`src/rtl/entropy_pkg.sv`:
```
// entropy_pkg: shared FSM encoding, gap width and source-count limits for entropy_scheduler
`ifndef WB_WIDTH
`define WB_WIDTH 32
`endif
package entropy_pkg;
  typedef enum logic [1:0] {IDLE = 2'd0, INJECT = 2'd1, COOL = 2'd2} state_t;
  localparam int GAP_W = 8;
  localparam int NUM_SRC_MIN = 2;
  localparam int NUM_SRC_MAX = 8;
endpackage

```
`src/rtl/entropy_scheduler_rr_arbiter.sv`:
```
// rr_arbiter: combinational round-robin pick of the first request after last
module rr_arbiter #(
  parameter int NUM_SRC = 4,
  localparam int IW = $clog2(NUM_SRC)
) (
  input  logic [NUM_SRC-1:0] req,
  input  logic [IW-1:0]      last,
  output logic [NUM_SRC-1:0] gnt,
  output logic [IW-1:0]      idx
);
  logic [IW-1:0] c;
  always_comb begin
    gnt = '0;
    idx = '0;
    c = '0;
    for (int k = NUM_SRC; k >= 1; k--) begin
      c = IW'((int'(last) + k) % NUM_SRC);
      if (req[c]) begin
        gnt = NUM_SRC'(1) << c;
        idx = c;
      end
    end
  end
endmodule

```
`src/rtl/entropy_scheduler.sv`:
```
// entropy_scheduler: round-robin feed of source words into the pool with cool-down (ENTROPY_SCHED_STATS_EN adds inj_count)
module entropy_scheduler
  import entropy_pkg::*;
#(
  parameter int NUM_SRC = 4,
  parameter int WIDTH = `WB_WIDTH
) (
  input  logic                     clk,
  input  logic                     rst,
  input  logic                     en,
  input  logic [7:0]               cfg_gap,
  input  logic [NUM_SRC-1:0]       src_valid,
  input  logic [NUM_SRC*WIDTH-1:0] src_word,
  output logic [NUM_SRC-1:0]       src_ready,
  output logic [WIDTH-1:0]         e_word,
  output logic                     busy
`ifdef ENTROPY_SCHED_STATS_EN
  ,
  output logic [31:0]              inj_count
`endif
);
  localparam int IW = $clog2(NUM_SRC);
  state_t state;
  logic [IW-1:0] last, win_idx;
  logic [NUM_SRC-1:0] win_gnt;
  logic [WIDTH-1:0] word_q;
  logic [GAP_W-1:0] gap_cnt;
  logic xfer;
  rr_arbiter #(.NUM_SRC(NUM_SRC)) u_arb (
    .req(src_valid),
    .last(last),
    .gnt(win_gnt),
    .idx(win_idx)
  );
  assign src_ready = (state == IDLE && en) ? win_gnt : '0;
  assign xfer = |src_ready;
  assign e_word = word_q;
  always_ff @(posedge clk) begin
    if (rst) begin
      state <= IDLE;
      last <= IW'(NUM_SRC - 1);
      word_q <= '0;
      gap_cnt <= '0;
      busy <= 1'b0;
    end else begin
      word_q <= xfer ? src_word[win_idx*WIDTH +: WIDTH] : '0;
      if (xfer) begin
        last <= win_idx;
        gap_cnt <= cfg_gap;
      end else if (state == COOL)
        gap_cnt <= gap_cnt - 1'b1;
      state <= xfer ? INJECT :
               state == INJECT ? (gap_cnt == '0 ? IDLE : COOL) :
               state == COOL ? (gap_cnt == GAP_W'(1) ? IDLE : COOL) : IDLE;
      busy <= xfer | (state == INJECT && gap_cnt != '0) | (state == COOL && gap_cnt != GAP_W'(1));
    end
  end
`ifdef ENTROPY_SCHED_STATS_EN
  always_ff @(posedge clk) begin
    if (rst) inj_count <= '0;
    else if (xfer) inj_count <= inj_count + 1'b1;
  end
`endif
endmodule

```
`config.mk`:
```
export PLATFORM = sky130hd
export DESIGN_NAME = entropy_scheduler
export DESIGN_NICKNAME = d
export VERILOG_FILES = /design/src/rtl/entropy_pkg.sv /design/src/rtl/entropy_scheduler_rr_arbiter.sv /design/src/rtl/entropy_scheduler.sv
export SDC_FILE = /design/constraint.sdc
export NUM_CORES = 1
export LEC_CHECK = 0
export BUFFER_PORTS_ARGS = -buffer_cell sky130_fd_sc_hd__buf_2
export CORE_AREA = 2 2 92 94
export CTS_BUF_LIST = sky130_fd_sc_hd__clkbuf_16
export DETAILED_ROUTE_END_ITERATION = 7
export DIE_AREA = 0 0 94 96
export PLACE_DENSITY = 0.77
export SLEW_MARGIN = 30
export SYNTH_ARGS = -nofsm -noshare
export SYNTH_HDL_FRONTEND = slang
export SYNTH_SLANG_ARGS = --single-unit
```
`constraint.sdc`:
```
create_clock -name clk -period 2.8 [get_ports clk]
set_input_delay 0.14 -clock clk [delete_from_list [all_inputs] [get_ports clk]]
set_output_delay 0.14 -clock clk [all_outputs]
set_load 0.005 [all_outputs]
```
; Word-level counts from Yosys, hierarchy flattened
; Cells that the tools add are included.
[totals]
register_bits = 45
word_cells = 61
input_bits = 143
[classes]
magnitude_cmp = 4
shifts = 5
n_reduce_logical = 10
addsub = 5
n_eq_ne = 4
n_mux = 24
bitwise_logic = 3
[op_table]
columns = operator, n
row1 = 128-bit by 8-bit variable part select with 32-bit output, 1
row2 = 4-bit 2-to-1 mux, 5
row3 = 2-bit 2-to-1 mux, 8
row4 = 8-bit 2-to-1 mux, 2
row5 = "1-bit by 2-bit left shift with 4-bit output, first input constant", 4
row6 = "2-bit by 3-bit < comparator with 1-bit output, second input constant", 4
row7 = 1-bit binary-select mux with 2-bit select, 4
row8 = "8-bit by 1-bit equality test with 1-bit output, second input constant", 1
row9 = 8-bit zero test, 1
row10 = "8-bit by 1-bit != test with 1-bit output, second input constant", 1
row11 = 8-bit nonzero test, 1
row12 = "8-bit by 1-bit subtractor with 8-bit output, second input constant", 1
row13 = 1-bit 2-to-1 mux, 5
row14 = 5-bit OR reduction, 1
row15 = "2-bit by 1-bit adder with 2-bit output, second input constant", 2
row16 = "2-bit adder, second input constant", 2
row17 = 4-bit OR reduction, 1
row18 = 1-bit logical AND, 3
row19 = "2-bit by 1-bit equality test with 1-bit output, second input constant", 1
row20 = "2-bit equality test, second input constant", 1
row21 = 2-bit zero test, 1
row22 = 1-bit OR, 2
row23 = 2-bit nonzero test, 1
row24 = 2-bit OR reduction, 1
row25 = 1-bit NOT, 1

; Depth between registers and ports, before layout
; Gate-level depths: netlist (run 1).
[logic_depth]
ltp_word = 11
ltp_mapped = 13

; By module
; Synthesis (run 1) repeated with hierarchy kept, for this count alone.
[unflattened]
cells_unflattened = 251
hier_area_um2 = 2795.2
[by_module_without_submodules]
columns = mod, area_each_um2, instances, seq_area_each_um2, cells_per_inst
row1 = entropy_scheduler, 2368.5, 1, 900.9, 194
row2 = rr_arbiter, 426.7, 1, 0.0, 57

; Worst setup path after synthesis (run 1)
; OpenSTA, ideal clock, no wires.
[synth_timing]
kind = register to register
from = register last[1]
to = register last[1]
path_slack_ps = -186
stages_incl_launch_ff = 13
arrival_time_ps = 2915
synth_period_minus_slack_ps = 2986
path_cell_list = dfxtp_1 -> clkbuf_8 -> inv_1 -> ha_1 -> buf_6 -> mux4_2 -> a221oi_1 -> o32ai_1 -> a31oi_1 -> buf_6 -> and4_4 -> buf_6 -> mux2i_1
[synth_via]
elab_chain_len = 9
word_cells_on_any_way = 26
cone_classes = add/sub (4) / shift (4) / mux (17) / reduce/logical (1)
[synth_rtl]
columns = item, line
row1 = from (decl), entropy_scheduler.sv:24  ; logic [IW-1:0] last, win_idx;
row2 = from (signal assigned), entropy_scheduler.sv:41  ; last <= IW'(NUM_SRC - 1);
row3 = from (signal assigned), entropy_scheduler.sv:48  ; last <= win_idx;
row4 = 2-bit by 1-bit adder with 2-bit output, entropy_scheduler_rr_arbiter.sv:17  ; c = IW'((int'(last) + k) % NUM_SRC);
row5 = 1-bit binary-select mux with 2-bit select, entropy_scheduler_rr_arbiter.sv:18  ; if (req[c]) begin
row6 = 1-bit 2-to-1 mux (not written as such), entropy_scheduler_rr_arbiter.sv:18
row7 = 4-bit 2-to-1 mux (4 in series), entropy_scheduler_rr_arbiter.sv:18
row8 = 4-bit 2-to-1 mux, entropy_scheduler.sv:35  ; assign src_ready = (state == IDLE && en) ? win_gnt : '0;
row9 = 4-bit OR reduction, entropy_scheduler.sv:36  ; assign xfer = |src_ready;
; Several ways; a longest one is shown, not always the timed one. The select of a mux whose other input is x is not followed.
; A chain may end at the register's enable or synchronous reset.

; Final worst setup path (run 1)
[layout_timing]
from = register last[0]
to = register last[0]
; The elaborated chain is that of the path after synthesis.

==> results of run 1 <==
state kept, by name, summed over array words and instances (netlist names):
name and cells:
e_word 32, last 2, gap_cnt 8, busy 1
state 2
Yosys cell counts (2+ instances only):
master         number  area [sq um]
a211oi_2            5          62.6
nor2b_1             6          37.5
clkbuf_1            2          7.51
dlygate4sd1_1       2          17.5
mux2_1              2          22.5
a21oi_1             5          25.0
or2_2               4          25.0
o22ai_1             4          25.0
mux2i_1             7          70.1
nor4_1              3          18.8
xnor2_1             4          35.0
a41oi_1             6          52.6
o211ai_1            4          30.0
buf_4               4          30.0
o32ai_1             4          35.0
xor2_1              2          17.5
buf_2               6          30.0
inv_1              11          41.3
buf_6               5          56.3
nand3_1             2          10.0
mux4_2             32           721
dfxtp_1            45           901
a221oi_1            4          35.0
buf_12              3          60.1
nand2_1             5          18.8
nand4_1             2          12.5
and2_1             36           225
o221ai_1            4          35.0
ha_1                9           113
mux4_1              3          78.8
o21bai_1            4          30.0
nand2b_1            5          31.3
nor2_1              8          30.0
nor3_1              2          10.0
a31oi_1             5          31.3
stage by stage:
step / cell area (sq um) / setup TNS [ps] / power, W
6_report: 4420 / 0 / 0.00457
5_1_grt: 4420 / -18.2 / 0.00488
4_1_cts: 4360 / 0 / 0.00451
3_5_place_dp: 4220 / 0 / 0.00396
3_3_place_gp: 4220 / 0 / 0.00388
2_1_floorplan: 3290 / -1200 / 0.00330
cells by family after synthesis:
family	count (synthesis)	share of synthesized area, %
mux	46	28.4
flops	45	27.8
xor+xnor	6	1.62
buf+inv	36	8.62
simple gates	81	15.2
compound gates	55	14.8
fa+ha+maj	9	3.48
placed cells by master, fill, tap and decap left out, types with 5 or more instances in the layout:
| cell type | Yosys | layout |
|---|---|---|
| dfxtp_1 | 45 | 43 |
| and2_1 | 36 | 36 |
| mux4_2 | 32 | 32 |
| buf_2 | 6 | 179 |
| a211oi_2 | 5 | 5 |
| a41oi_1 | 6 | 6 |
| nor2b_1 | 6 | 6 |
| mux2i_1 | 7 | 7 |
| nor2_1 | 8 | 8 |
| a21oi_1 | 5 | 5 |
| ha_1 | 9 | 8 |
| nand2_1 | 5 | 5 |
| clkbuf_16 | 0 | 5 |
| nand2b_1 | 5 | 5 |
| inv_1 | 11 | 11 |
| buf_4 | 4 | 15 |
critical path, cell delays in order, from the launching register on:
cell             delay, ps
dfxtp_2                380
inv_6                   60
ha_4                   290
mux4_2                 580
a221oi_2               230
o32ai_1                150
a31oi_2                230
clkdlybuf4s15_2        280
nand4_1                190
o211ai_1               230
power by group through the flow:
stage                     clock [W]  sequential [W]  combinational [W]
after floorplan                   0         0.00110            0.00220
after global placement            0         0.00106            0.00282
after detailed placement          0         0.00107            0.00289
after CTS                  0.000562         0.00105            0.00290
after global routing       0.000592         0.00108            0.00321
final                      0.000546         0.00105            0.00296
worst max-delay path by stage:
stage,startpoint,cells after the start,slack (ps),end
after floorplan,last[0]$_SDFFE_PP1P_,13,-40,e_word[10]$_SDFF_PP0_
after global placement,last[0]$_SDFFE_PP1P_,9,90,e_word[1]$_SDFF_PP0_
after detailed placement,last[0]$_SDFFE_PP1P_,9,20,e_word[1]$_SDFF_PP0_
after CTS,last[0]$_SDFFE_PP1P_,8,20,src_ready[2]
after global routing,last[0]$_SDFFE_PP1P_,9,-20,last[0]$_SDFFE_PP1P_
final,last[0]$_SDFFE_PP1P_,9,90,last[0]$_SDFFE_PP1P_
routing by layer:
layer  global-route usage [%]  vias to the layer above  wire length (microns)
li1                         -                     1436                      -
met1                     24.3                     1491                   4000
met2                     34.9                      113                   5170
met3                     3.52                       10                    573
met4                     4.83                        0                    135
met5                        0                        -                      0
final cells by class:
class                   count  area, sq um
fillers                   733         3630
multi-input cells         198         2130
repair buffers            198         1070
flip-flops and latches     45          906
well taps                 105          131
clock buffers               5          125
inverters                  11         46.3
clock inverters             3         13.8
what timing repair did:
action / 4_1_cts / 5_1_grt
buffers inserted: 0 / 2
setup endpoints to repair: 0 / 44
endpoints found under the hold margin: 0 / 0
gates resized for setup: 0 / 4
==> results.json, run 1 <==
{
  "r2r-end": "last[0]$_SDFFE_PP1P_",
  "cts.sinks": 45,
  "yosysSeqAreaShare_pct": 27.8,
  "dp_hpwl_microns": 7890,
  "finalCritPeriodShare_pct": 96.6,
  "antenna_found_initial": 0,
  "avgSynthCellArea_sq_um": 11.6,
  "max_freq_mhz": 370,
  "path_clk_slew_ps": 60,
  "numCtsBuffers": 5,
  "dieArea_sq_um": 9020,
  "wl_per_cell_microns": 17.5,
  "netSwitchingPower_w": 0.00175,
  "fin_cells": 565,
  "cts_max_level": 2,
  "ys_types": 58,
  "drv_slew": 0,
  "synthesis.nets": 430,
  "power.density_nw_per_um2": 1030,
  "worst_setup_path_end_kind": "flip-flop",
  "tritoncts": "yes",
  "cellLeakagePower_nw": 2.04,
  "seq_power_share_pct": 23.1,
  "comb_power_share_pct": 64.9,
  "worst-setup-path-type": "flip-flop to flip-flop",
  "cp_max_fo": 6,
  "drive_gt1_share_pct": 58.0,
  "fin_hold_ws_ps": 130,
  "overflow": 0,
  "clk_path_buf_depth": 2,
  "syn_area_sq_um": 3240,
  "worst_skew_pair.late_latency_ps": 270,
  "vias": 3050,
  "portBuffers": 179,
  "pre_cts_ws_ps": 19.7,
  "hold-path-endpoint": "gap_cnt[1]$_SDFFE_PP0P_",
  "areaGrowthSynthToFinish_pct": 36.6,
  "vias_per_cell": 5.40,
  "hold_buffers": 0,
  "grt_pass1_vias": 2828,
  "nets": 611,
  "core_area_sq_um": 8050,
  "initial_utilization_pct": 40.2,
  "slew_headroom_pct": 69.0,
  "r2r_setup_slack_ps": 90,
  "grt_max_degree": 34,
  "syn_inst": 278,
  "min_path_cells": 3,
  "fin_skew_ps": 3.16,
  "hold_viol_final": 0,
  "synthFlopType": "dfxtp_1",
  "yosysWarnings": 0,
  "worst_hold_path_type": "primary input to flip-flop",
  "p_int_w": 0.00282,
  "die_x_microns": 94,
  "critPathRequiredTime_ps": 2990,
  "drt_iter0_markers": 153,
  "rr_worst_depth": 9,
  "utilization_pct": 54.9,
  "finalWorstSetupSlack_ps": 94.8,
  "tightestPinTransition_ps": 460,
  "rsz0062_at_grt": "true",
  "wirelength_microns": 9880,
  "drc": 0,
  "min_period_ps": 2710,
  "swShare_pct": 38.2,
  "r2r_start": "last[0]$_SDFFE_PP1P_",
  "grt_usage_pct": 19.5,
  "first_pass_iters": 4,
  "pwr-share-clk_pct": 12.0,
  "detail-route-antenna-nets": 0,
  "max_cap_violations": 0,
  "synth_edf_count": 0,
  "io_pins": 180,
  "ys_ff_latch": 45,
  "rows": 33,
  "peakVddDrop_uv": 529,
  "cts_root_buffer": "clkbuf_16",
  "async_flop_share_pct": 0,
  "gp_congestion": 0.906,
  "antenna-diode-count": 0,
  "finalSetupViolations": 0,
  "dieHeight_microns": 96,
  "grt_pass1_wl_microns": 13800,
  "arrival_ps": 2890,
  "dp.cells": 553,
  "cp-start-kind": "flip-flop",
  "hp-start": "cfg_gap[1]",
  "status": "finished, final reports clean"
}
Note: power is estimated with default switching activity, not from simulation.
==> run 2: changes to the inputs <==
CORE_AREA = 4 4 87 105   (was 2 2 92 94)
DIE_AREA = 0 0 91 109   (was 0 0 94 96)
PLACE_DENSITY = 0.76   (was 0.77)
==> run 2 against run 1 <==
Net effect: non-clock buffer count down 4; total power up 1.6%; fmax is 0.11% higher; register-to-register slack about the same; clock power up 20%; critical path depth unchanged; global-route usage decreased by 1.6 points; worst setup slack improved by 3.0 ps; combinational power barely moved; critical path type unchanged; critical endpoint is now e_word[23]$_SDFF_PP0_; largest cell class unchanged.
==> results.json, run 2 (synthesis gave the netlist of run 1 again) <==
{
  "status": "finished, final reports clean",
  "wl_met1_microns": 3950,
  "initial_utilization_pct": 39.9,
  "areaGrowthSynthToFinish_pct": 35.6,
  "wirelength_microns": 9650,
  "finalCritPeriodShare_pct": 96.5,
  "fin_hold_ws_ps": 116,
  "largest_reg_flops": 32,
  "cp_max_fo": 10,
  "top_layer": "met4",
  "arrival_ps": 2870,
  "nets": 607,
  "drc": 0,
  "cellLeakagePower_nw": 2.03,
  "io_pins": 180,
  "grt_pass1_wl_microns": 14400,
  "worst_setup_path_end_kind": "flip-flop",
  "rr_worst_depth": 9,
  "drv_slew": 0,
  "cp-start-kind": "flip-flop",
  "dieHeight_microns": 109,
  "vias_per_cell": 5.47,
  "r2r-end": "e_word[23]$_SDFF_PP0_",
  "utilization_pct": 54.2,
  "overflow": 0,
  "die_x_microns": 91,
  "worst_skew_pair.late_latency_ps": 280,
  "slew_headroom_pct": 64.7,
  "hold_buffers": 0,
  "dp_hpwl_microns": 7780,
  "critPathRequiredTime_ps": 2970,
  "min_period_ps": 2700,
  "wl_met3_microns": 498,
  "finalSetupViolations": 0,
  "peakVddDrop_uv": 429,
  "fin_skew_ps": 4.93,
  "hp-start": "cfg_gap[1]",
  "grt_pass1_vias": 2858,
  "dpl_cell_area_sq_um": 4190,
  "r2r_start": "last[0]$_SDFFE_PP1P_",
  "max_cap_violations": 0,
  "numCtsBuffers": 5,
  "cts_root_buffer": "clkbuf_16",
  "antenna-diode-count": 0,
  "cts_resized": 0,
  "cts.sinks": 45,
  "antenna_found_initial": 0,
  "detail-route-antenna-nets": 0,
  "grt_max_degree": 34,
  "clk_path_buf_depth": 2,
  "power.density_nw_per_um2": 1060,
  "drive_gt1_share_pct": 57.5,
  "route.met2.wl_microns": 5090,
  "final_common_cell": "buf_2",
  "worst_hold_path_type": "primary input to flip-flop",
  "hold-path-endpoint": "gap_cnt[1]$_SDFFE_PP0P_",
  "vias": 3016,
  "power_w": 0.00464,
  "grt_usage_pct": 17.9,
  "drt_iter0_markers": 158,
  "portBuffers": 179,
  "r2r_setup_slack_ps": 100,
  "worst-setup-path-type": "flip-flop to flip-flop",
  "rsz0062_at_grt": "true",
  "rows": 36,
  "hold_viol_final": 0,
  "first_pass_iters": 4,
  "final_cell_mix": "buf_2 (179), dfxtp_1 (43), and2_1 (36)",
  "wl_per_cell_microns": 17.5,
  "gp_congestion": 0.920,
  "max_freq_mhz": 370,
  "cts_max_level": 2,
  "dieArea_sq_um": 9920,
  "core_area_sq_um": 8110,
  "tritoncts": "yes",
  "postLayoutCellArea_sq_um": 4390,
  "path_clk_slew_ps": 60,
  "min_path_cells": 3,
  "tightestPinTransition_ps": 520
}
run 2: cell type report:
class,count,area (sq um)
inverters,11,46.3
repair buffers,194,1050
clock buffers,5,125
multi-input cells,198,2110
fillers,723,3720
flip-flops and latches,45,906
clock inverters,3,42.5
well taps,95,119
run 2: per-stage QoR:
| step | instances | setup TNS, ps | worst slack [ps] |
|---|---|---|---|
| final | 551 | 0 | 97.8 |
| after global routing | 551 | -117 | -23.0 |
| after CTS | 547 | 0 | 41.3 |
| after detailed placement | 539 | 0 | 43.9 |
| after global placement | 539 | 0 | 146 |
| after floorplan | 278 | -1200 | -40.0 |
run 2: worst max-delay path by stage:
stage                               from  slack (ps)                    end  cells past startpoint
finish              last[0]$_SDFFE_PP1P_         100  e_word[23]$_SDFF_PP0_                      9
global route        last[0]$_SDFFE_PP1P_         -20  e_word[12]$_SDFF_PP0_                      8
CTS                 last[0]$_SDFFE_PP1P_          40   e_word[2]$_SDFF_PP0_                      9
detailed placement  last[0]$_SDFFE_PP1P_          40   e_word[2]$_SDFF_PP0_                      9
global placement    last[0]$_SDFFE_PP1P_         150  e_word[29]$_SDFF_PP0_                      9
floorplan           last[0]$_SDFFE_PP1P_         -40  e_word[10]$_SDFF_PP0_                     13
run 2: routing by layer:
metal	GRT usage, %	vias to the layer above
met5	0	-
met4	4.85	0
met3	2.14	10
met2	30.5	109
met1	24.0	1461
li1	-	1436
run 2: where the power goes:
part | switching, W | leakage [nW] | internal, W
combinational | 0.00139 | 1.58 | 0.00154
sequential | 0.000119 | 0.370 | 0.000936
clock | 0.000238 | 0.0852 | 0.000419
run 2: critical path, cell delays in order (launching register included):
cell	delay, ps
dfxtp_2	360
inv_6	50
ha_4	320
mux2_4	310
a22oi_1	200
o211ai_1	140
a221o_2	390
buf_4	220
mux4_2	450
and2_1	150
run 2: repair_timing:
item | 4_1_cts | 5_1_grt
setup endpoints to repair | 0 | 25
buffers inserted | 0 | 3
endpoints found under the hold margin | 0 | 0
==> run 3: changes to the inputs <==
==> constraint.sdc (replaced) <==
create_clock -name clk -period 2.8 [get_ports clk]
set_input_delay 0.14 -clock clk [delete_from_list [all_inputs] [get_ports clk]]
set_output_delay 0.14 -clock clk [all_outputs]
set_load 0.1 [all_outputs]
==> run 3 against run 2 <==
Net effect: final cell count rose by 1.6%; worst setup slack got worse by 41 ps; first-iteration DRC count fell by 11%; cell area rose by 3.5%; clock power fell by 6.2%; critical path type is now flip-flop to primary output; largest power group unchanged; highest routed layer unchanged.
==> results.json, run 3 (synthesis gave the netlist of run 1 again) <==
{
  "hold_viol_final": 0,
  "max_cap_violations": 0,
  "r2r_start": "last[1]$_SDFFE_PP1P_",
  "detail-route-antenna-nets": 0,
  "grt_usage_pct": 18.1,
  "areaGrowthSynthToFinish_pct": 40.4,
  "core_area_sq_um": 8110,
  "pwr-share-clk_pct": 9.3,
  "io_pins": 180,
  "setup-tns-final_ps": 0,
  "cts_max_level": 2,
  "slew_headroom_pct": 65.8,
  "largest_reg_flops": 32,
  "cp-start-kind": "flip-flop",
  "min_period_ps": 2740,
  "finalCritPeriodShare_pct": 98.0,
  "r2r_setup_slack_ps": 120,
  "worst-setup-path-type": "flip-flop to primary output",
  "crit_chain": "inv_2 -> ha_4 -> mux4_2 -> a221oi_2 -> o32ai_1 -> a31oi_1 -> buf_4 -> clkinvlp_4 -> buf_12",
  "drc": 0,
  "dieHeight_microns": 109,
  "worst_skew_pair.late_latency_ps": 280,
  "dieArea_sq_um": 9920,
  "peakVddDrop_uv": 529,
  "drv_slew": 0,
  "rows": 36,
  "comb_power_share_pct": 74.8,
  "critPathMaxStageDelay_ps": 580,
  "r2r-end": "e_word[1]$_SDFF_PP0_",
  "fin_skew_ps": 6.71,
  "tightestPinTransition_ps": 517,
  "tritoncts": "yes",
  "hp-start": "cfg_gap[1]",
  "first_pass_iters": 4,
  "cp_max_fo": 7,
  "wl_per_cell_microns": 17.7,
  "dp_hpwl_microns": 7810,
  "n_fill_cell": 694,
  "power_w": 0.00661,
  "worst_setup_path_end_kind": "primary output",
  "max_freq_mhz": 364,
  "rr_worst_depth": 9,
  "seq_power_share_pct": 15.9,
  "rsz0062_at_grt": "true",
  "crit_start": "last[1]$_SDFFE_PP1P_",
  "numCtsBuffers": 5,
  "path_buf_inv": 4,
  "critical-path-slowest-cell": "mux4_2",
  "status": "finished, final reports clean",
  "initial_utilization_pct": 39.9,
  "grt_pass1_vias": 2918,
  "path_clk_slew_ps": 60,
  "antenna_found_initial": 0,
  "power.density_nw_per_um2": 1460,
  "cts_root_buffer": "clkbuf_16",
  "overflow": 0,
  "antenna-diode-count": 0,
  "grt_max_degree": 34,
  "die_x_microns": 91,
  "critPathRequiredTime_ps": 2660,
  "arrival_ps": 2600,
  "crit_family": "multiplexers",
  "netSwitchingPower_w": 0.00356,
  "portBuffers": 179,
  "drt_iter0_markers": 141,
  "clk_path_buf_depth": 2,
  "vias_per_cell": 5.50,
  "gp_congestion": 0.915,
  "final_common_cell": "buf_2",
  "nets": 616,
  "wirelength_microns": 9910,
  "finalSetupViolations": 0,
  "drive_gt1_share_pct": 59.1,
  "grt_pass1_wl_microns": 14500,
  "cts.sinks": 45,
  "final_cell_mix": "buf_2 (175), dfxtp_1 (43), and2_1 (36)",
  "vias": 3082,
  "worst_hold_path_type": "primary input to flip-flop",
  "crit_cells": 9,
  "p_int_w": 0.00305,
  "worstSetupEndpoint": "src_ready[3]",
  "cellLeakagePower_nw": 2.06,
  "swShare_pct": 53.8
}
run 3: worst min-delay path by stage:
stage	end	slack [ps]	cells past startpoint
after floorplan	gap_cnt[1]$_SDFFE_PP0P_	280	2
after global placement	gap_cnt[1]$_SDFFE_PP0P_	410	3
after detailed placement	gap_cnt[1]$_SDFFE_PP0P_	420	3
after CTS	gap_cnt[1]$_SDFFE_PP0P_	110	3
after global routing	gap_cnt[1]$_SDFFE_PP0P_	130	3
final	gap_cnt[1]$_SDFFE_PP0P_	120	3
run 3: cell type report:
type                            count  area [sq um]  area share, %
Timing Repair Buffer              204          1200           26.3
Sequential cell                    45           908           20.0
Clock buffer                        6           150           3.30
Inverter                           11          61.3           1.35
Clock inverter                      2          12.5          0.275
Multi-Input combinational cell    197          2100           46.1
Tap cell                           95           119           2.61
run 3: tightest hold or removal path, cell delays in order:
cell and delay, ps:
buf_2 110, nand2_1 50, mux2i_1 50
run 3: layer usage:
layer | vias up | share of wire [%] | global-route usage (%)
li1 | 1448 | - | -
met1 | 1503 | 39 | 22.1
met2 | 120 | 55 | 32.6
met3 | 11 | 5.0 | 3.04
met4 | 0 | 1.7 | 6.03
met5 | - | 0 | 0
run 3: metrics by stage:
stage | hold WS, ps | cells | instance area (sq um) | setup WS (ps) | util, %
2_1_floorplan | 283 | 278 | 3310 | -41.2 | -
3_3_place_gp | 414 | 540 | 4270 | 114 | 52.7
3_5_place_dp | 418 | 540 | 4270 | 80.0 | 52.7
4_1_cts | 114 | 550 | 4450 | 2.47 | 54.9
5_1_grt | 132 | 560 | 4550 | -103 | 56.1
6_report | 115 | 560 | 4550 | 56.4 | 56.1
run 3: power by group through the flow:
| stage | combinational [W] | clock [W] | sequential (W) |
|---|---|---|---|
| 4_1_cts | 0.00481 | 0.000631 | 0.00105 |
| 3_3_place_gp | 0.00473 | 0 | 0.00105 |
| 6_report | 0.00494 | 0.000616 | 0.00105 |
| 3_5_place_dp | 0.00478 | 0 | 0.00106 |
| 2_1_floorplan | 0.00244 | 0 | 0.00267 |
| 5_1_grt | 0.00521 | 0.000655 | 0.00109 |
run 3: timing repair:
action	4_1_cts	5_1_grt
pin swaps	0	1
setup buffers	2	10
endpoints found under the hold margin	0	0
setup endpoints to repair	2	30
hold buffers	0	0
cloned	0	0
gates resized for setup	0	5
